File: config.mk
export PLATFORM = sky130hd
export DESIGN_NAME = fp_addsub_pipe
export DESIGN_NICKNAME = d
export VERILOG_FILES = /design/src/rtl/fp_pkg.sv /design/src/rtl/fp_addsub_norm.sv /design/src/rtl/fp_addsub_pipe.sv
export SDC_FILE = /design/constraint.sdc
export NUM_CORES = 1
export LEC_CHECK = 0
export CAP_MARGIN = 10
export CORE_MARGIN = 1.5
export CORE_UTILIZATION = 50
export DETAILED_ROUTE_END_ITERATION = 8
export GPL_TIMING_DRIVEN = 0
export PLACE_DENSITY = 0.72
export REMOVE_ABC_BUFFERS = 1
export SYNTH_ARGS = -nofsm -noshare
export SYNTH_HDL_FRONTEND = slang
export SYNTH_SLANG_ARGS = --single-unit
File: constraint.sdc
create_clock -name clock -period 17.9 [get_ports clock]
set_input_delay 3.58 -clock clock [delete_from_list [all_inputs] [get_ports clock]]
set_output_delay 3.58 -clock clock [all_outputs]
set_load 0.02 [all_outputs]
File: src/rtl/fp_pkg.sv
// Shared constants for the floating-point add/subtract unit: rounding modes,
// flag bit positions and the binary32 default geometry.
package fp_pkg;

    localparam logic [1:0] RM_RNE = 2'b00;
    localparam logic [1:0] RM_RDN = 2'b01;
    localparam logic [1:0] RM_RUP = 2'b10;
    localparam logic [1:0] RM_RTZ = 2'b11;

    // flags bus is {NV,OF,UF,NX}
    localparam int FLG_NX = 0;
    localparam int FLG_UF = 1;
    localparam int FLG_OF = 2;
    localparam int FLG_NV = 3;

    localparam int FP_EXP_W  = 8;
    localparam int FP_FRAC_W = 23;
    localparam int FP_BIAS   = 2 ** (FP_EXP_W - 1) - 1;
    localparam int FP_MAN_W  = FP_FRAC_W + 1;
    localparam int FP_GRS_W  = FP_FRAC_W + 4;

endpackage

File: src/rtl/fp_addsub_norm.sv
// Combinational back end of the adder: normalise the raw sum, round it, and
// substitute overflow, zero, infinity and NaN results with their flags.
module fp_addsub_norm
    import fp_pkg::*;
#(
    parameter int EXP_W  = FP_EXP_W,
    parameter int FRAC_W = FP_FRAC_W
) (
    input  logic [1:0]            rm,
    input  logic                  sign,
    input  logic                  op_sub,
    input  logic [EXP_W-1:0]      exp,
    input  logic [FRAC_W+4:0]     sum,
    input  logic                  spc_nan,
    input  logic                  spc_nv,
    input  logic                  spc_inf,
    input  logic                  spc_sign,
    input  logic [FRAC_W-1:0]     nan_frac,
    output logic [EXP_W+FRAC_W:0] res,
    output logic [3:0]            flags
);
    localparam int MAN_W = FRAC_W + 1;
    localparam int GRS_W = FRAC_W + 4;
    localparam int EE_W  = EXP_W + 2;
    localparam int LZ_W  = $clog2(GRS_W + 1);

    function automatic logic [LZ_W-1:0] lzc(input logic [GRS_W-1:0] v);
        lzc = LZ_W'(GRS_W);
        for (int i = 0; i < GRS_W; i++)
            if (v[i]) lzc = LZ_W'(GRS_W - 1 - i);
    endfunction

    logic [GRS_W-1:0]  ext;
    logic [EE_W-1:0]   e;
    logic [EE_W-1:0]   sh;
    logic [LZ_W-1:0]   lz;
    logic [MAN_W:0]    mant_r;
    logic [FRAC_W-1:0] frac;
    logic              inexact, inc, tiny, ovf, to_inf;

    always_comb begin
        ext = sum[GRS_W-1:0];
        e   = {2'b00, exp};
        lz  = '0;
        sh  = '0;
        if (sum[GRS_W]) begin
            ext = {sum[GRS_W:2], sum[1] | sum[0]};
            e   = e + EE_W'(1);
        end else begin
            // Left shift never takes the exponent below 1; landing on 1
            // without a hidden bit means the result is subnormal.
            lz  = lzc(sum[GRS_W-1:0]);
            sh  = (EE_W'(lz) < e - EE_W'(1)) ? EE_W'(lz) : e - EE_W'(1);
            ext = sum[GRS_W-1:0] << sh;
            e   = e - sh;
            if (!ext[GRS_W-1]) e = '0;
        end
        tiny    = (e == '0);
        inexact = ext[2] | ext[1] | ext[0];
        case (rm)
            RM_RNE:  inc = ext[2] & (ext[1] | ext[0] | ext[3]);
            RM_RDN:  inc = sign & inexact;
            RM_RUP:  inc = ~sign & inexact;
            default: inc = 1'b0;
        endcase
        mant_r = {1'b0, ext[GRS_W-1:3]} + (MAN_W + 1)'(inc);
        if (mant_r[MAN_W]) begin
            e    = e + EE_W'(1);
            frac = mant_r[FRAC_W:1];
        end else begin
            frac = mant_r[FRAC_W-1:0];
            if (e == '0 && mant_r[FRAC_W]) e = EE_W'(1);
        end
        ovf    = (e >= EE_W'((1 << EXP_W) - 1));
        to_inf = (rm == RM_RNE) | ((rm == RM_RDN) & sign) | ((rm == RM_RUP) & ~sign);

        res           = {sign, e[EXP_W-1:0], frac};
        flags         = '0;
        flags[FLG_NX] = inexact;
        flags[FLG_UF] = tiny & inexact;
        if (ovf) begin
            res           = to_inf ? {sign, {EXP_W{1'b1}}, {FRAC_W{1'b0}}}
                                   : {sign, {(EXP_W-1){1'b1}}, 1'b0, {FRAC_W{1'b1}}};
            flags[FLG_OF] = 1'b1;
            flags[FLG_NX] = 1'b1;
        end
        if (sum == '0)
            res = {(op_sub ? (rm == RM_RDN) : sign), {(EXP_W+FRAC_W){1'b0}}};
        if (spc_inf) begin
            res   = {spc_sign, {EXP_W{1'b1}}, {FRAC_W{1'b0}}};
            flags = '0;
        end
        if (spc_nan) begin
            res           = {spc_sign, {EXP_W{1'b1}}, nan_frac};
            flags         = '0;
            flags[FLG_NV] = spc_nv;
        end
    end

endmodule

File: src/rtl/fp_addsub_pipe.sv
// Three-stage IEEE-754 add/subtract (align, calculate, normalise/round) with a
// valid/ready handshake per stage, sideband tag and exception flags.
module fp_addsub_pipe
    import fp_pkg::*;
#(
    parameter int EXP_W  = FP_EXP_W,
    parameter int FRAC_W = FP_FRAC_W,
    parameter int TAG_W  = 4
) (
    input  logic                  clock,
    input  logic                  clrn,
    input  logic                  flush,
    input  logic                  in_valid,
    output logic                  in_ready,
    input  logic [EXP_W+FRAC_W:0] a,
    input  logic [EXP_W+FRAC_W:0] b,
    input  logic                  sub,
    input  logic [1:0]            rm,
    input  logic [TAG_W-1:0]      in_tag,
    output logic                  out_valid,
    input  logic                  out_ready,
    output logic [EXP_W+FRAC_W:0] s,
    output logic [TAG_W-1:0]      out_tag,
    output logic [3:0]            flags
);
    localparam int W     = 1 + EXP_W + FRAC_W;
    localparam int MAN_W = FRAC_W + 1;
    localparam int GRS_W = FRAC_W + 4;
    localparam int SUM_W = FRAC_W + 5;
    localparam int SH_W  = $clog2(GRS_W);

    typedef struct packed {
        logic              sign;
        logic              op_sub;
        logic [EXP_W-1:0]  exp;
        logic [MAN_W-1:0]  man_l;
        logic [GRS_W-1:0]  man_s;
        logic [1:0]        rm;
        logic [TAG_W-1:0]  tag;
        logic              nan, nv, inf, spc_sign;
        logic [FRAC_W-1:0] nan_frac;
    } r1_t;

    typedef struct packed {
        logic              sign;
        logic              op_sub;
        logic [EXP_W-1:0]  exp;
        logic [SUM_W-1:0]  sum;
        logic [1:0]        rm;
        logic [TAG_W-1:0]  tag;
        logic              nan, nv, inf, spc_sign;
        logic [FRAC_W-1:0] nan_frac;
    } r2_t;

    r1_t r1_d, r1_q;
    r2_t r2_d, r2_q;
    logic ready_en_q, v1_q, v2_q, v3_q, v1_d, v2_d, v3_d, r2_rdy, r3_rdy, ld3;
    logic [W-1:0] s_d, s_q, res_n;
    logic [TAG_W-1:0] out_tag_d, out_tag_q;
    logic [3:0] flags_d, flags_q, flags_n;

    logic sa, sbe, a_ge, sl, a_nan, b_nan, a_inf, b_inf, two_inf, lost;
    logic [EXP_W-1:0] ea, eb, el, es, el_eff, es_eff, diff;
    logic [FRAC_W-1:0] fa, fb, fl, fs;
    logic [SH_W-1:0] shamt;
    logic [GRS_W-1:0] ms_ext, ms_sh;

    assign sa  = a[W-1];
    assign sbe = b[W-1] ^ sub;
    assign ea  = a[W-2:FRAC_W];
    assign eb  = b[W-2:FRAC_W];
    assign fa  = a[FRAC_W-1:0];
    assign fb  = b[FRAC_W-1:0];

    // Stage 1: order by magnitude and align the smaller mantissa with G/R/sticky.
    always_comb begin
        a_ge   = a[W-2:0] >= b[W-2:0];
        sl     = a_ge ? sa : sbe;
        el     = a_ge ? ea : eb;
        es     = a_ge ? eb : ea;
        fl     = a_ge ? fa : fb;
        fs     = a_ge ? fb : fa;
        el_eff = (el == '0) ? EXP_W'(1) : el;
        es_eff = (es == '0) ? EXP_W'(1) : es;
        diff   = el_eff - es_eff;
        shamt  = (int'(diff) >= GRS_W - 1) ? SH_W'(GRS_W - 1) : SH_W'(diff);
        ms_ext = {es != '0, fs, 3'b000};
        ms_sh  = ms_ext >> shamt;
        lost   = |(ms_ext & ~({GRS_W{1'b1}} << shamt));
        a_nan  = (&ea) & (|fa);
        b_nan  = (&eb) & (|fb);
        a_inf  = (&ea) & ~(|fa);
        b_inf  = (&eb) & ~(|fb);
        two_inf = a_inf & b_inf & (sa ^ sbe);

        r1_d.sign     = sl;
        r1_d.op_sub   = sa ^ sbe;
        r1_d.exp      = el_eff;
        r1_d.man_l    = {el != '0, fl};
        r1_d.man_s    = {ms_sh[GRS_W-1:1], ms_sh[0] | lost};
        r1_d.rm       = rm;
        r1_d.tag      = in_tag;
        r1_d.nan      = a_nan | b_nan | two_inf;
        r1_d.nv       = (a_nan & ~fa[FRAC_W-1]) | (b_nan & ~fb[FRAC_W-1]) | two_inf;
        r1_d.inf      = (a_inf | b_inf) & ~r1_d.nan;
        r1_d.spc_sign = r1_d.nan ? sl : (a_inf ? sa : sbe);
        r1_d.nan_frac = ((fa >= fb) ? fa : fb) | {1'b1, {(FRAC_W-1){1'b0}}};
    end

    // Stage 2: magnitude add or subtract; large >= small so no borrow out.
    always_comb begin
        r2_d.sign     = r1_q.sign;
        r2_d.op_sub   = r1_q.op_sub;
        r2_d.exp      = r1_q.exp;
        r2_d.sum      = r1_q.op_sub ? ({1'b0, r1_q.man_l, 3'b000} - {1'b0, r1_q.man_s})
                                    : ({1'b0, r1_q.man_l, 3'b000} + {1'b0, r1_q.man_s});
        r2_d.rm       = r1_q.rm;
        r2_d.tag      = r1_q.tag;
        r2_d.nan      = r1_q.nan;
        r2_d.nv       = r1_q.nv;
        r2_d.inf      = r1_q.inf;
        r2_d.spc_sign = r1_q.spc_sign;
        r2_d.nan_frac = r1_q.nan_frac;
    end

    // Stage 3: normalise, round and select special results.
    fp_addsub_norm #(.EXP_W(EXP_W), .FRAC_W(FRAC_W)) u_norm (
        .rm       (r2_q.rm),
        .sign     (r2_q.sign),
        .op_sub   (r2_q.op_sub),
        .exp      (r2_q.exp),
        .sum      (r2_q.sum),
        .spc_nan  (r2_q.nan),
        .spc_nv   (r2_q.nv),
        .spc_inf  (r2_q.inf),
        .spc_sign (r2_q.spc_sign),
        .nan_frac (r2_q.nan_frac),
        .res      (res_n),
        .flags    (flags_n)
    );

    always_comb begin
        r3_rdy    = ~v3_q | out_ready;
        r2_rdy    = ~v2_q | r3_rdy;
        in_ready  = ready_en_q & (~v1_q | r2_rdy);
        v1_d      = flush ? 1'b0 : (in_ready ? in_valid : v1_q);
        v2_d      = flush ? 1'b0 : (r2_rdy ? v1_q : v2_q);
        v3_d      = flush ? 1'b0 : (r3_rdy ? v2_q : v3_q);
        ld3       = r3_rdy & v2_q;
        s_d       = ld3 ? res_n : s_q;
        out_tag_d = ld3 ? r2_q.tag : out_tag_q;
        flags_d   = ld3 ? flags_n : flags_q;
    end

    always_ff @(posedge clock) begin
        if (in_ready && in_valid) r1_q <= r1_d;
        if (r2_rdy && v1_q)       r2_q <= r2_d;
    end

    always_ff @(posedge clock or negedge clrn) begin
        if (!clrn) begin
            ready_en_q <= 1'b0;
            v1_q       <= 1'b0;
            v2_q       <= 1'b0;
            v3_q       <= 1'b0;
            s_q        <= '0;
            out_tag_q  <= '0;
            flags_q    <= '0;
        end else begin
            ready_en_q <= 1'b1;
            v1_q       <= v1_d;
            v2_q       <= v2_d;
            v3_q       <= v3_d;
            s_q        <= s_d;
            out_tag_q  <= out_tag_d;
            flags_q    <= flags_d;
        end
    end

    assign out_valid = v3_q;
    assign s         = s_q;
    assign out_tag   = out_tag_q;
    assign flags     = flags_q;

endmodule

## Word-level counts from Yosys, hierarchy flattened

Index checks and enable logic that the tools add are counted.

| word-level totals | value |
|---|---|
| flip-flop bits (word level) | 207 |
| output and inout bits | 42 |

| operators by class | value |
|---|---|
| add/subtract/negate cells | 8 |
| order comparisons | 5 |
| equal/unequal tests | 2 |
| shift-type cells | 3 |
| mux-type cells | 64 |
| bitwise operators | 46 |
| reductions and logical operators | 18 |

Operators with widths:

| operator | number |
|---|---|
| $mux W32 | 3 |
| $mux W5 | 18 |
| $mux W23 | 3 |
| $mux W10 | 5 |
| $reduce_or A23 Y1 | 2 |
| $mux W4 | 9 |
| $mux W8 | 4 |
| $ge A31 B31 Y1 | 1 |
| $mux W31 | 1 |
| $add A27 B27 Y28 | 1 |
| $logic_not A28 Y1 | 1 |
| $mux W28 | 1 |
| $sub A27 B27 Y28 | 1 |
| $and A27 B27 Y27 | 1 |
| $mux W27 | 1 |
| $not A27 Y27 | 1 |
| $reduce_or A27 Y1 | 1 |
| $shl A27 B10 Y27 | 1 |
| $shl A27 B5 Y27 const A | 1 |
| $shr A27 B5 Y27 | 1 |
| $add A24 B1 Y25 | 1 |
| $mux W24 | 1 |
| $ge A23 B23 Y1 | 1 |
| $mux W22 | 1 |
| 25 further kinds | 85 |

## Depth between registers and ports, before layout

Gate-level depths: netlist of run 1.

| logic depth | value |
|---|---|
| depth in word-level cells | 45 |
| mapped depth | 42 |

## Hierarchy

From an unflattened synthesis of run 1, not the netlist that was laid out.

| unflattened totals | value |
|---|---|
| cells, all modules | 2,022 |
| area total of the unflattened synthesis | 18,492.7 um2 |

By module, submodules not included:

| module | times used | cells each | area an instance (um2) |
|---|---|---|---|
| fp_addsub_pipe | 1 | 1,248 | 13,419.1 |
| fp_addsub_norm | 1 | 774 | 5,073.6 |

## Least setup slack after synthesis of run 1

OpenSTA, ideal clock, no wires.

| timing path | value |
|---|---|
| path kind | input to register |
| from | input port b[1] |
| to | register r1_q[33] (netlist name), data pin |
| arrival time | 11.404 ns |
| slack | 6.235 ns |
| stages on the path | 39 |
| buffers on the path | 7 |
| cells stage by stage | inv_1 > ha_1 > nor2b_1 > o21a_1 > o21a_1 > o21a_1 > o21a_1 > o21a_1 > o21a_1 > o21ai_0 > a21oi_1 > o21ai_1 > o2111ai_1 > nand2_1 > clkbuf_1 > clkbuf_1 > clkbuf_1 > clkbuf_1 > [3 not listed] > inv_1 > a21oi_1 > o21bai_1 > a21oi_1 > nand2b_1 > a21boi_0 > o22ai_1 > a31oi_1 > nor2b_1 > clkbuf_1 > buf_1 > buf_1 > mux2i_1 > mux2i_1 > a22oi_1 > o22a_1 > nand2_1 > a221o_1 |

RTL lines:

| element | line | source |
|---|---|---|
| start: declaration | fp_addsub_pipe.sv:16 | `input logic [EXP_W+FRAC_W:0] b,` |
| end signal: assignment | fp_addsub_pipe.sv:156 | `if (in_ready && in_valid) r1_q <= r1_d;` |
| end: declaration | fp_addsub_pipe.sv:55 | `r1_t r1_d, r1_q;` |

## Worst setup path after layout of run 1

| timing path | value |
|---|---|
| from | input port b[14] |
| to | register r1_q[34] (netlist name), data pin |

| on the way | value |
|---|---|
| word-level cells in the longest chain between the ends | 8 |
| elaborated cells on any way between the ends | 13 |
| classes of those cells | add/sub: 1; order compare: 2; shift: 1; mux: 6; reduce/logical: 3 |

RTL lines:

| element | line | source |
|---|---|---|
| $ge A31 B31 Y1 * | fp_addsub_pipe.sv:77 | `a_ge = a[W-2:0] >= b[W-2:0];` |
| $mux W8 * | fp_addsub_pipe.sv:79 | `el = a_ge ? ea : eb;` |
| $logic_not A8 Y1 | fp_addsub_pipe.sv:83 | `el_eff = (el == '0) ? EXP_W'(1) : el;` |
| $mux W8 * | fp_addsub_pipe.sv:83 |  |
| via el_eff[6] | fp_addsub_pipe.sv:63 | `logic [EXP_W-1:0] ea, eb, el, es, el_eff, es_eff, diff;` |
| $sub A8 B8 Y8 * | fp_addsub_pipe.sv:85 | `diff = el_eff - es_eff;` |
| $ge A8 B5 Y1 * | fp_addsub_pipe.sv:86 | `shamt = (int'(diff) >= GRS_W - 1) ? SH_W'(GRS_W - 1) : SH_W'(diff);` |
| $mux W5 * | fp_addsub_pipe.sv:86 |  |
| $shr A27 B5 Y27 * | fp_addsub_pipe.sv:88 | `ms_sh = ms_ext >> shamt;` |
| via ms_sh[1] | fp_addsub_pipe.sv:66 | `logic [GRS_W-1:0] ms_ext, ms_sh;` |

Mark *: on every way through the listed nets, which the timed path passes. The rest lies on a longest branch.
A chain may end at the register's enable or synchronous reset.

==> results of run 1 <==
[critical path, delay by kind of cell]
| kind | cells | cell delay [ns] |
|---|---|---|
| compound gates | 14 | 4.34 |
| fa+ha+maj | 3 | 0.93 |
| buf+inv | 5 | 2.18 |
| mux | 1 | 0.27 |
| simple gates | 13 | 3.90 |
[routing by layer]
metal	vias up	GRT usage (%)	share of wire [%]
met3	143	3.099	5.3
met4	0	14.74	5.1
met5	-	0	0
met1	7376	38.97	42
met2	604	51.09	48
li1	7206	-	-
[layout make-up]
type / instances / area [µm²] / share of cell area [%]
sequential: 207 / 5996 / 30.33
multi-input combinational: 1469 / 10570 / 53.45
tap: 455 / 569.3 / 2.880
inverter: 119 / 451.7 / 2.285
timing repair buffer: 133 / 1484 / 7.507
clock inverter: 14 / 107.6 / 0.5443
clock buffer: 28 / 594.3 / 3.007
[how the worst max path moves through the flow]
| stage | depth (start not counted) | slack (ns) | startpoint | to |
|---|---|---|---|---|
| 6_report | 36 | 2.90 | b[14] | r1_q[34]$_DFFE_PP_ |
| 5_1_grt | 36 | 2.14 | b[14] | r1_q[34]$_DFFE_PP_ |
| 4_1_cts | 36 | 3.10 | b[14] | r1_q[34]$_DFFE_PP_ |
| 3_5_place_dp | 36 | 2.53 | b[13] | r1_q[34]$_DFFE_PP_ |
| 3_3_place_gp | 37 | -4.10 | b[1] | r1_q[39]$_DFFE_PP_ |
| 2_1_floorplan | 36 | 1.08 | b[1] | r1_q[34]$_DFFE_PP_ |
[cell usage in the layout (no fill, tap or decap), types with 19 or more instances in the layout]
cell type | synthesis | layout
sky130_fd_sc_hd__o22ai_1 | 29 | 29
sky130_fd_sc_hd__a21o_1 | 20 | 20
sky130_fd_sc_hd__o21ai_0 | 113 | 112
sky130_fd_sc_hd__nand2_1 | 170 | 169
sky130_fd_sc_hd__nand4_1 | 26 | 26
sky130_fd_sc_hd__a21oi_1 | 114 | 114
sky130_fd_sc_hd__mux2_2 | 49 | 49
sky130_fd_sc_hd__nor4_1 | 26 | 26
sky130_fd_sc_hd__inv_1 | 116 | 115
sky130_fd_sc_hd__dfrtp_1 | 44 | 44
sky130_fd_sc_hd__edfxtp_1 | 163 | 163
sky130_fd_sc_hd__nor2_1 | 130 | 130
sky130_fd_sc_hd__nand2b_1 | 19 | 19
sky130_fd_sc_hd__xor2_1 | 34 | 34
sky130_fd_sc_hd__xnor2_1 | 32 | 32
sky130_fd_sc_hd__nor3_1 | 53 | 53
sky130_fd_sc_hd__mux2i_1 | 168 | 168
sky130_fd_sc_hd__ha_1 | 107 | 107
sky130_fd_sc_hd__clkbuf_16 | 0 | 23
sky130_fd_sc_hd__nand3_1 | 62 | 62
sky130_fd_sc_hd__clkdlybuf4s50_1 | 0 | 116
[kinds of logic after synthesis]
| kind of cell | count (synthesis) | synth area share, % |
|---|---|---|
| simple gates | 574 | 16.03 |
| compound gates | 490 | 19.02 |
| mux | 227 | 13.78 |
| buf+inv | 220 | 5.527 |
| flops | 207 | 34.31 |
| fa+ha+maj | 110 | 8.005 |
| xor+xnor | 66 | 3.308 |
| other cells | 1 | 0.02146 |
[through the flow]
step	worst slack, ns	power (mW)
floorplan	1.079	0.9558
global placement	-4.104	1.145
detailed placement	2.531	1.158
CTS	3.095	1.596
global route	2.137	1.668
finish	2.896	1.600
[power by group through the flow]
stage / Clock, mW / Combinational (mW) / Sequential, mW
floorplan: 0 / 0.335 / 0.621
global placement: 0 / 0.532 / 0.613
detailed placement: 0 / 0.548 / 0.609
CTS: 0.445 / 0.552 / 0.600
global route: 0.464 / 0.601 / 0.603
finish: 0.439 / 0.561 / 0.600
[flip-flops by register name (all words and copies together), names as in the netlist]
name        flops
v2_q            1
out_valid       1
v1_q            1
flags           4
out_tag         4
r1_q           93
s              32
ready_en_q      1
r2_q           70
==> impl_results.html, run 1 <==
<table>
<tr><th>Metric</th><th>Value</th></tr>
<tr><th colspan="2">Global routing</th></tr>
<tr><td>Total global routing overflow</td><td>0</td></tr>
<tr><td>First-pass GRT wire length</td><td>84840 µm</td></tr>
<tr><td>Number of global-route vias before repair</td><td>14760</td></tr>
<tr><td>Antenna violations before repair</td><td>0</td></tr>
<tr><td>GRT Util Overall</td><td>30.34%</td></tr>
<tr><td>Pin count of the biggest net entering global routing</td><td>69</td></tr>
<tr><th colspan="2">Clock tree</th></tr>
<tr><td>Max H-tree Level</td><td>1</td></tr>
<tr><td>TritonCTS buffer count</td><td>23</td></tr>
<tr><td>Setup Buffers After CTS</td><td>0</td></tr>
<tr><td>CTS tree</td><td>built</td></tr>
<tr><td>Resized cells post-CTS</td><td>0</td></tr>
<tr><td>Sinks on the clock net</td><td>207</td></tr>
<tr><td>Clock slew seen by the registers of the worst setup and hold paths</td><td>0.06 ns</td></tr>
<tr><td>Latest clock arrival within the worst-skew pair</td><td>0.53 ns</td></tr>
<tr><td>CTS max path bufs</td><td>3</td></tr>
<tr><td>Root Driver</td><td>sky130_fd_sc_hd__clkbuf_16</td></tr>
<tr><td>CTS hold repair buffers</td><td>0</td></tr>
<tr><th colspan="2">Synthesis</th></tr>
<tr><td>Flop and latch count out of synthesis</td><td>207</td></tr>
<tr><td>Warnings, synthesis</td><td>0</td></tr>
<tr><td>Post-synthesis instance total</td><td>1895</td></tr>
<tr><td>Most frequently used flop master after synthesis</td><td>sky130_fd_sc_hd__edfxtp_1</td></tr>
<tr><td>Count of flip-flops with a built-in enable after synthesis</td><td>163</td></tr>
<tr><td>Most numerous cell in the Yosys netlist</td><td>sky130_fd_sc_hd__nand2_1</td></tr>
<tr><td>Async SR Flop Fraction</td><td>21.26%</td></tr>
<tr><td>Post-synth design cell area</td><td>17480 µm²</td></tr>
<tr><td>Synth Area per Inst</td><td>9.222 µm²</td></tr>
<tr><td>Most frequent cells after synthesis</td><td>sky130_fd_sc_hd__nand2_1 (170), sky130_fd_sc_hd__mux2i_1 (168), sky130_fd_sc_hd__edfxtp_1 (163), sky130_fd_sc_hd__nor2_1 (130), sky130_fd_sc_hd__inv_1 (116)</td></tr>
<tr><td>Distinct cells, synth</td><td>101</td></tr>
<tr><td>Largest cells by area after synthesis</td><td>sky130_fd_sc_hd__edfxtp_1 (28%), sky130_fd_sc_hd__mux2i_1 (9.6%), sky130_fd_sc_hd__ha_1 (7.7%), sky130_fd_sc_hd__dfrtp_1 (6.3%), sky130_fd_sc_hd__nand2_1 (3.7%)</td></tr>
<tr><td>Share of Yosys cell area claimed by the top area cell type</td><td>28.01%</td></tr>
<tr><td>Biggest area consumer among synthesized cells</td><td>sky130_fd_sc_hd__edfxtp_1</td></tr>
<tr><td>Sequential-to-total area share from yosys stat</td><td>34.31%</td></tr>
<tr><th colspan="2">Critical path</th></tr>
<tr><td>Critical path's largest stage delay</td><td>1.13 ns</td></tr>
<tr><td>Class of the most critical setup path</td><td>primary input to flip-flop</td></tr>
<tr><td>Worst Reg-to-Reg Cells</td><td>26</td></tr>
<tr><td>Nature of the critical path endpoint</td><td>flip-flop</td></tr>
<tr><td>Reg-to-reg critical path endpoint</td><td>s[19]$_DFFE_PN0P_</td></tr>
<tr><td>Required @ worst endpoint</td><td>18.16 ns</td></tr>
<tr><td>Category of the worst setup path launch point</td><td>primary input</td></tr>
<tr><td>Highest fanout seen on the critical path</td><td>68</td></tr>
<tr><td>Arrival time worst endpoint</td><td>15.27 ns</td></tr>
<tr><td>Critical path's slowest cell</td><td>sky130_fd_sc_hd__o2111ai_1</td></tr>
<tr><td>Reg-to-Reg Start</td><td>r2_q[43]$_DFFE_PP_</td></tr>
<tr><td>Minimum setup slack among reg-to-reg paths</td><td>7.92 ns</td></tr>
<tr><th colspan="2">Routing</th></tr>
<tr><td>Drt initial violations</td><td>1145</td></tr>
<tr><td>Post-detailed-route count of antenna-violating nets</td><td>0</td></tr>
<tr><td>Detailed-route DRC error count</td><td>0</td></tr>
<tr><td>Routed length per instance</td><td>22.79 µm</td></tr>
<tr><td>Number of vias in the routed layout</td><td>15330</td></tr>
<tr><td>Pre-antenna DRT Iters</td><td>6</td></tr>
<tr><td>Detailed-route vias per instance</td><td>6.321</td></tr>
<tr><td>Routed Wire Length</td><td>55260 µm</td></tr>
<tr><th colspan="2">Placed design</th></tr>
<tr><td>Placed Cells incl. Taps</td><td>2382</td></tr>
<tr><td>Last weighted congestion value of the routability-driven placer</td><td>0.9810</td></tr>
<tr><td>Post-detail-place hpwl</td><td>42910 µm</td></tr>
<tr><td>Buffers added on ports</td><td>117</td></tr>
<tr><td>Area of placed instances</td><td>19050 µm²</td></tr>
<tr><th colspan="2">Power</th></tr>
<tr><td>Leakage power total</td><td>7.683 nW</td></tr>
<tr><td>Switching component of the power</td><td>556.6 µW</td></tr>
<tr><td>Maximum ir drop on the vdd rail</td><td>0.05696 mV</td></tr>
<tr><td>Seq pwr share</td><td>37.5%</td></tr>
<tr><td>Proportion of total power due to net switching</td><td>34.80%</td></tr>
<tr><td>Share of total power in combinational logic</td><td>35.0%</td></tr>
<tr><td>Power Internal</td><td>1.043 mW</td></tr>
<tr><td>Power per cell area</td><td>80.91 nW/µm²</td></tr>
<tr><td>Share of power burned in the clock network</td><td>27.4%</td></tr>
<tr><th colspan="2">Layout</th></tr>
<tr><td>Final #Nets</td><td>2139</td></tr>
<tr><td>Fraction of layout cells with a size suffix above 1</td><td>8.325%</td></tr>
<tr><td>Finished Layout Cells</td><td>2425</td></tr>
<tr><td>Total non-filler cell area in the finished layout</td><td>19770 µm²</td></tr>
<tr><td>Post-route core utilization</td><td>57.37%</td></tr>
<tr><td>Area grow syn2layout</td><td>13.12%</td></tr>
<tr><td>Ant. Diodes</td><td>0</td></tr>
<tr><td>Fill cell count</td><td>3066</td></tr>
<tr><th colspan="2">Floorplan</th></tr>
<tr><td>Top-level I/O count</td><td>118</td></tr>
<tr><td>Die Y-Extent</td><td>190.0 µm</td></tr>
<tr><td>Initial Util</td><td>50.72%</td></tr>
<tr><td>Std-Cell Rows</td><td>68</td></tr>
<tr><td>Core footprint</td><td>34460 µm²</td></tr>
<tr><td>DIE WIDTH</td><td>190.0 µm</td></tr>
<tr><td>Die Area</td><td>36080 µm²</td></tr>
<tr><th colspan="2">Timing</th></tr>
<tr><td>Worst setup skew after layout</td><td>0.01797 ns</td></tr>
<tr><td>Pin slew with the least headroom to its limit</td><td>1.296 ns</td></tr>
<tr><td>Relative slew slack</td><td>13.51%</td></tr>
<tr><td>Count of final hold-check violations</td><td>0</td></tr>
<tr><td>Min Tclk post-route</td><td>15.00 ns</td></tr>
<tr><td>Worst hold slack across all endpoints</td><td>0.4068 ns</td></tr>
<tr><td>Final Setup Violations</td><td>0</td></tr>
<tr><td>Unrepaired setup endpoints after global routing</td><td>false</td></tr>
<tr><td>Max Clock Freq</td><td>0.06665 GHz</td></tr>
<tr><td>Max Slew Vio Count</td><td>0</td></tr>
<tr><td>Share of the cycle needed by the critical path after routing</td><td>83.82%</td></tr>
<tr><td>Final sum of negative setup slack</td><td>0 ns</td></tr>
<tr><th colspan="2">Min path</th></tr>
<tr><td>Worst min path class</td><td>flip-flop to flip-flop</td></tr>
<tr><td>Hold EP</td><td>r2_q[21]$_DFFE_PP_</td></tr>
<tr><td>Min-delay src</td><td>r1_q[21]$_DFFE_PP_</td></tr>
<tr><td>Hold Path Stages</td><td>0</td></tr>
<tr><th colspan="2">Flow run</th></tr>
<tr><td>Max cap viols</td><td>0</td></tr>
<tr><th colspan="2">Status</th></tr>
<tr><td>Outcome</td><td>finished clean</td></tr>
</table>
(Power assumes the default switching activity.)
==> run 2, diff against run 1 <==
- PLACE_DENSITY: 0.72 -> 0.75
- clock period: 17.9 -> 13.1 ns (I/O delays scaled with it)
==> impl_results.html, run 2 (same netlist as run 1, synthesis figures left out) <==
<table>
<tr><th>Metric</th><th>Value</th></tr>
<tr><th colspan="2">Floorplan</th></tr>
<tr><td>Core footprint</td><td>34460 µm² (unchanged)</td></tr>
<tr><td>DIE WIDTH</td><td>190.0 µm (unchanged)</td></tr>
<tr><td>Die Area</td><td>36080 µm² (unchanged)</td></tr>
<tr><td>Std-Cell Rows</td><td>68 (unchanged)</td></tr>
<tr><td>Top-level I/O count</td><td>118 (unchanged)</td></tr>
<tr><td>Initial Util</td><td>50.72% (unchanged)</td></tr>
<tr><td>Die Y-Extent</td><td>190.0 µm (unchanged)</td></tr>
<tr><th colspan="2">Timing</th></tr>
<tr><td>Max Clock Freq</td><td>0.07974 GHz</td></tr>
<tr><td>Count of final hold-check violations</td><td>0 (unchanged)</td></tr>
<tr><td>Min Tclk post-route</td><td>12.54 ns</td></tr>
<tr><td>Pin slew with the least headroom to its limit</td><td>1.253 ns (was 1.296 ns)</td></tr>
<tr><td>Unrepaired setup endpoints after global routing</td><td>false (unchanged)</td></tr>
<tr><td>Final Setup Violations</td><td>0 (unchanged)</td></tr>
<tr><td>Worst setup skew after layout</td><td>0.02143 ns (was 0.01797 ns)</td></tr>
<tr><td>Share of the cycle needed by the critical path after routing</td><td>95.73%</td></tr>
<tr><td>Max Slew Vio Count</td><td>0 (unchanged)</td></tr>
<tr><td>Relative slew slack</td><td>16.44% (was 13.51%)</td></tr>
<tr><th colspan="2">Routing</th></tr>
<tr><td>Number of vias in the routed layout</td><td>15440 (was 15330)</td></tr>
<tr><td>Wire length the detailed router placed on met1</td><td>23200 µm (was 23250 µm)</td></tr>
<tr><td>Detailed-route vias per instance</td><td>6.374 (was 6.321)</td></tr>
<tr><td>Drt initial violations</td><td>1356 (was 1145)</td></tr>
<tr><td>Post-detailed-route count of antenna-violating nets</td><td>0 (unchanged)</td></tr>
<tr><td>Routed Wire Length</td><td>55580 µm (was 55260 µm)</td></tr>
<tr><td>Wire length on met2</td><td>26750 µm (was 26260 µm)</td></tr>
<tr><td>Detailed-route DRC error count</td><td>0 (unchanged)</td></tr>
<tr><td>Highest routing layer actually used</td><td>met4 (unchanged)</td></tr>
<tr><td>Routed length per instance</td><td>22.95 µm (was 22.79 µm)</td></tr>
<tr><td>Pre-antenna DRT Iters</td><td>5 (was 6)</td></tr>
<tr><td>Routed met3 length</td><td>2810 µm (was 2906 µm)</td></tr>
<tr><th colspan="2">Placed design</th></tr>
<tr><td>Buffers added on ports</td><td>117 (unchanged)</td></tr>
<tr><td>Last weighted congestion value of the routability-driven placer</td><td>0.9733 (was 0.9810)</td></tr>
<tr><td>Placed Cells incl. Taps</td><td>2381 (was 2382)</td></tr>
<tr><td>Post-detail-place hpwl</td><td>42800 µm (was 42910 µm)</td></tr>
<tr><th colspan="2">Global routing</th></tr>
<tr><td>Number of global-route vias before repair</td><td>14950 (was 14760)</td></tr>
<tr><td>Total global routing overflow</td><td>0 (unchanged)</td></tr>
<tr><td>Pin count of the biggest net entering global routing</td><td>75 (was 69)</td></tr>
<tr><td>GRT Util Overall</td><td>30.44% (was 30.34%)</td></tr>
<tr><td>Antenna violations before repair</td><td>0 (unchanged)</td></tr>
<tr><td>First-pass GRT wire length</td><td>85630 µm (was 84840 µm)</td></tr>
<tr><th colspan="2">Layout</th></tr>
<tr><td>Number of flip-flops in the largest register</td><td>93 (unchanged)</td></tr>
<tr><td>Fill cell count</td><td>2971 (was 3066)</td></tr>
<tr><td>Finished Layout Cells</td><td>2422 (was 2425)</td></tr>
<tr><td>Fraction of layout cells with a size suffix above 1</td><td>8.541% (was 8.325%)</td></tr>
<tr><td>Area grow syn2layout</td><td>13.74% (was 13.12%)</td></tr>
<tr><td>Largest register by flop count</td><td>r1_q (unchanged)</td></tr>
<tr><td>Storage element area</td><td>5996 µm² (unchanged)</td></tr>
<tr><td>Final #Nets</td><td>2137 (was 2139)</td></tr>
<tr><td>Total area of multi-input combinational cells</td><td>10590 µm² (was 10570 µm²)</td></tr>
<tr><td>Post-route core utilization</td><td>57.68% (was 57.37%)</td></tr>
<tr><td>Leading cell types in the layout, fill and taps excluded</td><td>sky130_fd_sc_hd__nand2_1 (169), sky130_fd_sc_hd__mux2i_1 (168), sky130_fd_sc_hd__edfxtp_1 (163), sky130_fd_sc_hd__nor2_1 (130), sky130_fd_sc_hd__clkdlybuf4s50_1 (116) (unchanged)</td></tr>
<tr><td>Most common cell after layout, fill and taps aside</td><td>sky130_fd_sc_hd__nand2_1 (unchanged)</td></tr>
<tr><td>Ant. Diodes</td><td>0 (unchanged)</td></tr>
<tr><th colspan="2">Critical path</th></tr>
<tr><td>Required @ worst endpoint</td><td>13.35 ns (was 18.16 ns)</td></tr>
<tr><td>Reg-to-Reg Start</td><td>r2_q[43]$_DFFE_PP_ (unchanged)</td></tr>
<tr><td>Reg-to-reg critical path endpoint</td><td>s[19]$_DFFE_PN0P_ (unchanged)</td></tr>
<tr><td>Arrival time worst endpoint</td><td>12.79 ns (was 15.27 ns)</td></tr>
<tr><td>Critical path's slowest cell</td><td>sky130_fd_sc_hd__nor2b_4 (was sky130_fd_sc_hd__o2111ai_1)</td></tr>
<tr><td>Minimum setup slack among reg-to-reg paths</td><td>3.19 ns (was 7.92 ns)</td></tr>
<tr><td>Nature of the critical path endpoint</td><td>flip-flop (unchanged)</td></tr>
<tr><td>Class of the most critical setup path</td><td>primary input to flip-flop (unchanged)</td></tr>
<tr><td>Worst Reg-to-Reg Cells</td><td>26 (unchanged)</td></tr>
<tr><td>Cell type with the highest occurrence count on the critical path</td><td>sky130_fd_sc_hd__o21ai_0</td></tr>
<tr><td>Critical path's largest stage delay</td><td>0.68 ns (was 1.13 ns)</td></tr>
<tr><td>Highest fanout seen on the critical path</td><td>68 (unchanged)</td></tr>
<tr><td>Category of the worst setup path launch point</td><td>primary input (unchanged)</td></tr>
<tr><td>CP delay by family, top</td><td>compound AO/OA/AOI/OAI gates (unchanged)</td></tr>
<tr><td>Critical path buffer and inverter count</td><td>4 (was 5)</td></tr>
<tr><th colspan="2">Min path</th></tr>
<tr><td>Hold Path Stages</td><td>0 (unchanged)</td></tr>
<tr><td>Hold EP</td><td>r2_q[16]$_DFFE_PP_ (was r2_q[21]$_DFFE_PP_)</td></tr>
<tr><td>Worst min path class</td><td>flip-flop to flip-flop (unchanged)</td></tr>
<tr><td>Min-delay src</td><td>r1_q[16]$_DFFE_PP_ (was r1_q[21]$_DFFE_PP_)</td></tr>
<tr><th colspan="2">Power</th></tr>
<tr><td>Leakage power total</td><td>7.713 nW (was 7.683 nW)</td></tr>
<tr><td>Maximum ir drop on the vdd rail</td><td>0.07697 mV (was 0.05696 mV)</td></tr>
<tr><td>Power after layout</td><td>2.251 mW (was 1.600 mW)</td></tr>
<tr><td>Power per cell area</td><td>113.2 nW/µm² (was 80.91 nW/µm²)</td></tr>
<tr><th colspan="2">Clock tree</th></tr>
<tr><td>Sinks on the clock net</td><td>207 (unchanged)</td></tr>
<tr><td>CTS tree</td><td>built (unchanged)</td></tr>
<tr><td>Max H-tree Level</td><td>1 (unchanged)</td></tr>
<tr><td>TritonCTS buffer count</td><td>22 (was 23)</td></tr>
<tr><td>Setup Buffers After CTS</td><td>0 (unchanged)</td></tr>
<tr><td>Clock slew seen by the registers of the worst setup and hold paths</td><td>0.06 ns (about the same)</td></tr>
<tr><td>CTS max path bufs</td><td>3 (unchanged)</td></tr>
<tr><td>Latest clock arrival within the worst-skew pair</td><td>0.52 ns (was 0.53 ns)</td></tr>
<tr><td>Root Driver</td><td>sky130_fd_sc_hd__clkbuf_16 (unchanged)</td></tr>
<tr><th colspan="2">Flow run</th></tr>
<tr><td>Max cap viols</td><td>0 (unchanged)</td></tr>
<tr><th colspan="2">Status</th></tr>
<tr><td>Outcome</td><td>finished clean (unchanged)</td></tr>
</table>
run 2: cell types whose count changed in the layout (fill, tap and decap cells not counted), sizes merged:
cell	delta
buf	-1
bufinv	+3
clkbuf	-1
clkinv	-5
clkinvlp	+1
run 2: worst max-delay path by stage:
stage               start                 end  slack [ns]  cells past startpoint
finish              b[14]  r1_q[34]$_DFFE_PP_        0.56                     36
global route        b[11]  r1_q[34]$_DFFE_PP_        0.11                     36
CTS                 b[14]  r1_q[34]$_DFFE_PP_        0.26                     36
detailed placement  b[14]  r1_q[34]$_DFFE_PP_       -1.14                     36
global placement     b[1]  r1_q[39]$_DFFE_PP_       -7.50                     37
floorplan            b[1]  r1_q[34]$_DFFE_PP_       -2.76                     36
run 2: timing repair:
| item | 4_1_cts | 5_1_grt |
|---|---|---|
| resized for setup | 2 | 3 |
| hold endpoints to repair | 0 | 0 |
| setup endpoints to repair | 17 | 16 |
| hold buffers | 0 | 0 |
run 2: area by class of cell:
| cell class | instances | share of cell area, % |
|---|---|---|
| multi-input combinational | 1469 | 53.29 |
| sequential | 207 | 30.16 |
| timing repair buffer | 132 | 7.548 |
| clock buffer | 27 | 2.864 |
| tap | 455 | 2.864 |
| inverter | 119 | 2.298 |
| clock inverter | 13 | 0.9757 |
run 2: report_power, final:
part	switching (mW)	internal, mW	total, mW
logic	0.466	0.307	0.773
registers	0.0446	0.775	0.820
clock network	0.265	0.393	0.658
run 2: routing by layer:
metal | vias to the layer above | global-route usage (%)
met1 | 7507 | 39.32
met2 | 586 | 51.56
met4 | 0 | 14.47
li1 | 7202 | -
met5 | - | 0
met3 | 143 | 2.546
run 2: metrics by stage:
stage	setup slack, ns	instance area [µm²]	hold WS [ns]	setup TNS (ns)
final	0.5600	19880	0.4041	0
after floorplan	-2.761	16970	0.4003	-63.43
after CTS	0.2559	19840	0.4015	0
after global placement	-7.504	18710	0.4012	-189.75
after global routing	0.1080	19880	0.4203	0
after detailed placement	-1.144	19070	0.4045	-15.13
==> run 3, diff against run 2 <==
- GPL_TIMING_DRIVEN: 0 -> unset
- PLACE_DENSITY: 0.75 -> unset
- PLACE_DENSITY_LB_ADDON: unset -> 0.12
==> impl_results.html, run 3 (same netlist as run 1, synthesis figures left out) <==
<table>
<tr><th>Metric</th><th>Value</th></tr>
<tr><th colspan="2">Critical path</th></tr>
<tr><td>First element of the critical path</td><td>b[13] (was b[14])</td></tr>
<tr><td>Minimum setup slack among reg-to-reg paths</td><td>3.40 ns (was 3.19 ns)</td></tr>
<tr><td>End point of the critical path</td><td>r1_q[34]$_DFFE_PP_ (unchanged)</td></tr>
<tr><td>Worst Reg-to-Reg Cells</td><td>26 (unchanged)</td></tr>
<tr><td>Reg-to-reg critical path endpoint</td><td>s[19]$_DFFE_PN0P_ (unchanged)</td></tr>
<tr><td>Required @ worst endpoint</td><td>13.35 ns (about the same)</td></tr>
<tr><td>Critical path's slowest cell</td><td>sky130_fd_sc_hd__nor2b_4 (unchanged)</td></tr>
<tr><td>Nature of the critical path endpoint</td><td>flip-flop (unchanged)</td></tr>
<tr><td>Category of the worst setup path launch point</td><td>primary input (unchanged)</td></tr>
<tr><td>Arrival time worst endpoint</td><td>11.84 ns (was 12.79 ns)</td></tr>
<tr><td>Critical path's largest stage delay</td><td>0.82 ns (was 0.68 ns)</td></tr>
<tr><td>Class of the most critical setup path</td><td>primary input to flip-flop (unchanged)</td></tr>
<tr><td>Reg-to-Reg Start</td><td>r2_q[40]$_DFFE_PP_ (was r2_q[43]$_DFFE_PP_)</td></tr>
<tr><td>Highest fanout seen on the critical path</td><td>54 (was 68)</td></tr>
<tr><th colspan="2">Clock tree</th></tr>
<tr><td>Max H-tree Level</td><td>1 (unchanged)</td></tr>
<tr><td>Resized cells post-CTS</td><td>0 (was 2)</td></tr>
<tr><td>CTS max path bufs</td><td>3 (unchanged)</td></tr>
<tr><td>CTS tree</td><td>built (unchanged)</td></tr>
<tr><td>CTS hold repair buffers</td><td>0 (unchanged)</td></tr>
<tr><td>Clock slew seen by the registers of the worst setup and hold paths</td><td>0.06 ns (about the same)</td></tr>
<tr><td>Root Driver</td><td>sky130_fd_sc_hd__clkbuf_16 (unchanged)</td></tr>
<tr><td>Setup Buffers After CTS</td><td>0 (unchanged)</td></tr>
<tr><td>Sinks on the clock net</td><td>207 (unchanged)</td></tr>
<tr><td>TritonCTS buffer count</td><td>23 (was 22)</td></tr>
<tr><td>Latest clock arrival within the worst-skew pair</td><td>0.52 ns (about the same)</td></tr>
<tr><th colspan="2">Floorplan</th></tr>
<tr><td>DIE WIDTH</td><td>190.0 µm (unchanged)</td></tr>
<tr><td>Core footprint</td><td>34460 µm² (unchanged)</td></tr>
<tr><td>Die Area</td><td>36080 µm² (unchanged)</td></tr>
<tr><td>Top-level I/O count</td><td>118 (unchanged)</td></tr>
<tr><td>Die Y-Extent</td><td>190.0 µm (unchanged)</td></tr>
<tr><td>Initial Util</td><td>50.72% (unchanged)</td></tr>
<tr><td>Std-Cell Rows</td><td>68 (unchanged)</td></tr>
<tr><th colspan="2">Routing</th></tr>
<tr><td>Drt initial violations</td><td>1325 (was 1356)</td></tr>
<tr><td>Post-detailed-route count of antenna-violating nets</td><td>0 (unchanged)</td></tr>
<tr><td>Routed length per instance</td><td>23.06 µm (was 22.95 µm)</td></tr>
<tr><td>Routed Wire Length</td><td>56030 µm (was 55580 µm)</td></tr>
<tr><td>Number of vias in the routed layout</td><td>15240 (was 15440)</td></tr>
<tr><td>Pre-antenna DRT Iters</td><td>6 (was 5)</td></tr>
<tr><td>Detailed-route vias per instance</td><td>6.272 (was 6.374)</td></tr>
<tr><td>Detailed-route DRC error count</td><td>0 (unchanged)</td></tr>
<tr><th colspan="2">Timing</th></tr>
<tr><td>Count of final hold-check violations</td><td>0 (unchanged)</td></tr>
<tr><td>Max Slew Vio Count</td><td>0 (unchanged)</td></tr>
<tr><td>Final sum of negative setup slack</td><td>0 ns (unchanged)</td></tr>
<tr><td>Min Tclk post-route</td><td>11.59 ns (was 12.54 ns)</td></tr>
<tr><td>Unrepaired setup endpoints after global routing</td><td>false (unchanged)</td></tr>
<tr><td>Pin slew with the least headroom to its limit</td><td>1.007 ns (was 1.253 ns)</td></tr>
<tr><td>Relative slew slack</td><td>32.89% (was 16.44%)</td></tr>
<tr><td>Worst setup margin</td><td>1.506 ns (was 0.5600 ns)</td></tr>
<tr><td>Max Clock Freq</td><td>0.08625 GHz (was 0.07974 GHz)</td></tr>
<tr><td>Worst setup skew after layout</td><td>0.01609 ns (was 0.02143 ns)</td></tr>
<tr><td>Share of the cycle needed by the critical path after routing</td><td>88.50% (was 95.73%)</td></tr>
<tr><td>Final Setup Violations</td><td>0 (unchanged)</td></tr>
<tr><th colspan="2">Layout</th></tr>
<tr><td>Fill cell count</td><td>3165 (was 2971)</td></tr>
<tr><td>Final #Nets</td><td>2145 (was 2137)</td></tr>
<tr><td>Total area of multi-input combinational cells</td><td>10560 µm² (was 10590 µm²)</td></tr>
<tr><td>Number of flip-flops in the largest register</td><td>93 (unchanged)</td></tr>
<tr><td>Largest register by flop count</td><td>r1_q (unchanged)</td></tr>
<tr><td>Leading cell types in the layout, fill and taps excluded</td><td>sky130_fd_sc_hd__nand2_1 (169), sky130_fd_sc_hd__mux2i_1 (168), sky130_fd_sc_hd__edfxtp_1 (163), sky130_fd_sc_hd__nor2_1 (130) (was sky130_fd_sc_hd__nand2_1 (169), sky130_fd_sc_hd__mux2i_1 (168), sky130_fd_sc_hd__edfxtp_1 (163), sky130_fd_sc_hd__nor2_1 (130), sky130_fd_sc_hd__clkdlybuf4s50_1 (116))</td></tr>
<tr><td>Fraction of layout cells with a size suffix above 1</td><td>8.658% (was 8.541%)</td></tr>
<tr><td>Most common cell after layout, fill and taps aside</td><td>sky130_fd_sc_hd__nand2_1 (unchanged)</td></tr>
<tr><td>Finished Layout Cells</td><td>2430 (was 2422)</td></tr>
<tr><td>Ant. Diodes</td><td>0 (unchanged)</td></tr>
<tr><td>Area grow syn2layout</td><td>12.42% (was 13.74%)</td></tr>
<tr><td>Post-route core utilization</td><td>57.01% (was 57.68%)</td></tr>
<tr><td>Storage element area</td><td>5996 µm² (unchanged)</td></tr>
<tr><th colspan="2">Placed design</th></tr>
<tr><td>Post-detail-place hpwl</td><td>43270 µm (was 42800 µm)</td></tr>
<tr><td>Last weighted congestion value of the routability-driven placer</td><td>1.003 (was 0.9733)</td></tr>
<tr><td>Placed Cells incl. Taps</td><td>2389 (was 2381)</td></tr>
<tr><td>Worst setup slack after placement</td><td>1.121 ns (was -1.144 ns)</td></tr>
<tr><td>Buffers added on ports</td><td>117 (unchanged)</td></tr>
<tr><th colspan="2">Power</th></tr>
<tr><td>Power per cell area</td><td>112.7 nW/µm² (was 113.2 nW/µm²)</td></tr>
<tr><td>Leakage power total</td><td>7.661 nW (was 7.713 nW)</td></tr>
<tr><td>Maximum ir drop on the vdd rail</td><td>0.1250 mV (was 0.07697 mV)</td></tr>
<tr><td>Power after layout</td><td>2.215 mW (was 2.251 mW)</td></tr>
<tr><th colspan="2">Global routing</th></tr>
<tr><td>Total global routing overflow</td><td>0 (unchanged)</td></tr>
<tr><td>Number of global-route vias before repair</td><td>14840 (was 14950)</td></tr>
<tr><td>Antenna violations before repair</td><td>0 (unchanged)</td></tr>
<tr><td>GRT Util Overall</td><td>30.75% (was 30.44%)</td></tr>
<tr><td>First-pass GRT wire length</td><td>85810 µm (was 85630 µm)</td></tr>
<tr><td>Pin count of the biggest net entering global routing</td><td>71 (was 75)</td></tr>
<tr><th colspan="2">Flow run</th></tr>
<tr><td>Max cap viols</td><td>0 (unchanged)</td></tr>
<tr><th colspan="2">Status</th></tr>
<tr><td>Outcome</td><td>finished clean (unchanged)</td></tr>
<tr><th colspan="2">Min path</th></tr>
<tr><td>Min-delay src</td><td>r1_q[19]$_DFFE_PP_ (was r1_q[16]$_DFFE_PP_)</td></tr>
<tr><td>Worst min path class</td><td>flip-flop to flip-flop (unchanged)</td></tr>
</table>
-- run 3: cell types whose count changed in the layout (fill, tap and decap cells not counted), moves of 2 or more --
cell / before / now
sky130_fd_sc_hd__buf_12: 4 / 0
sky130_fd_sc_hd__clkinv_1: 1 / 5
sky130_fd_sc_hd__buf_4: 0 / 22
sky130_fd_sc_hd__buf_16: 8 / 0
sky130_fd_sc_hd__buf_6: 3 / 0
sky130_fd_sc_hd__clkinvlp_4: 2 / 0
sky130_fd_sc_hd__clkinv_2: 2 / 4
-- run 3: how the worst min path moves through the flow --
| stage | cells past startpoint | slack (ns) | end |
|---|---|---|---|
| after global placement | 0 | 0.40 | r2_q[27]$_DFFE_PP_ |
| after floorplan | 0 | 0.40 | r2_q[0]$_DFFE_PP_ |
| after detailed placement | 0 | 0.41 | r2_q[11]$_DFFE_PP_ |
| after global routing | 0 | 0.42 | r2_q[19]$_DFFE_PP_ |
| after CTS | 0 | 0.41 | r2_q[19]$_DFFE_PP_ |
| final | 0 | 0.41 | r2_q[19]$_DFFE_PP_ |
-- run 3: routing by layer --
layer	track usage [%]	vias to the layer above	part of all wire, %
li1	-	7229	-
met1	39.15	7360	42
met2	52.89	539	48
met3	2.656	114	4.7
met4	14.29	0	4.9
met5	0	-	0
-- run 3: metrics by stage --
stage	instance area, µm²	hold WS [ns]
3_5_place_dp	18910	0.4054
5_1_grt	19650	0.4171
4_1_cts	19650	0.4118
2_1_floorplan	16970	0.4003
3_3_place_gp	18910	0.4031
6_report	19650	0.4078
-- run 3: power breakdown --
part / internal, mW / leakage (nW) / total [mW] / switching (mW)
sequential: 0.776 / 2.11 / 0.817 / 0.0414
clock: 0.381 / 0.363 / 0.634 / 0.254
combinational: 0.297 / 5.19 / 0.763 / 0.466
total: 1.45 / 7.66 / 2.21 / 0.761
-- run 3: area by class of cell --
class                   instances  area share [%]
clock buffers                  27           3.006
inverters                     119           2.299
well taps                     455           2.898
clock inverters                14          0.7452
multi-input cells            1469           53.75
repair buffers                139           6.777
flip-flops and latches        207           30.52
-- run 3: critical path: cells and delay by family --
kind                       cells  cell delay [ns]
buffers and inverters          6             2.11
AOI/OAI and AO/OA             15             3.03
and+or+nand+nor               12             3.02
muxes                          2             0.49
adders and majority gates      2             0.52
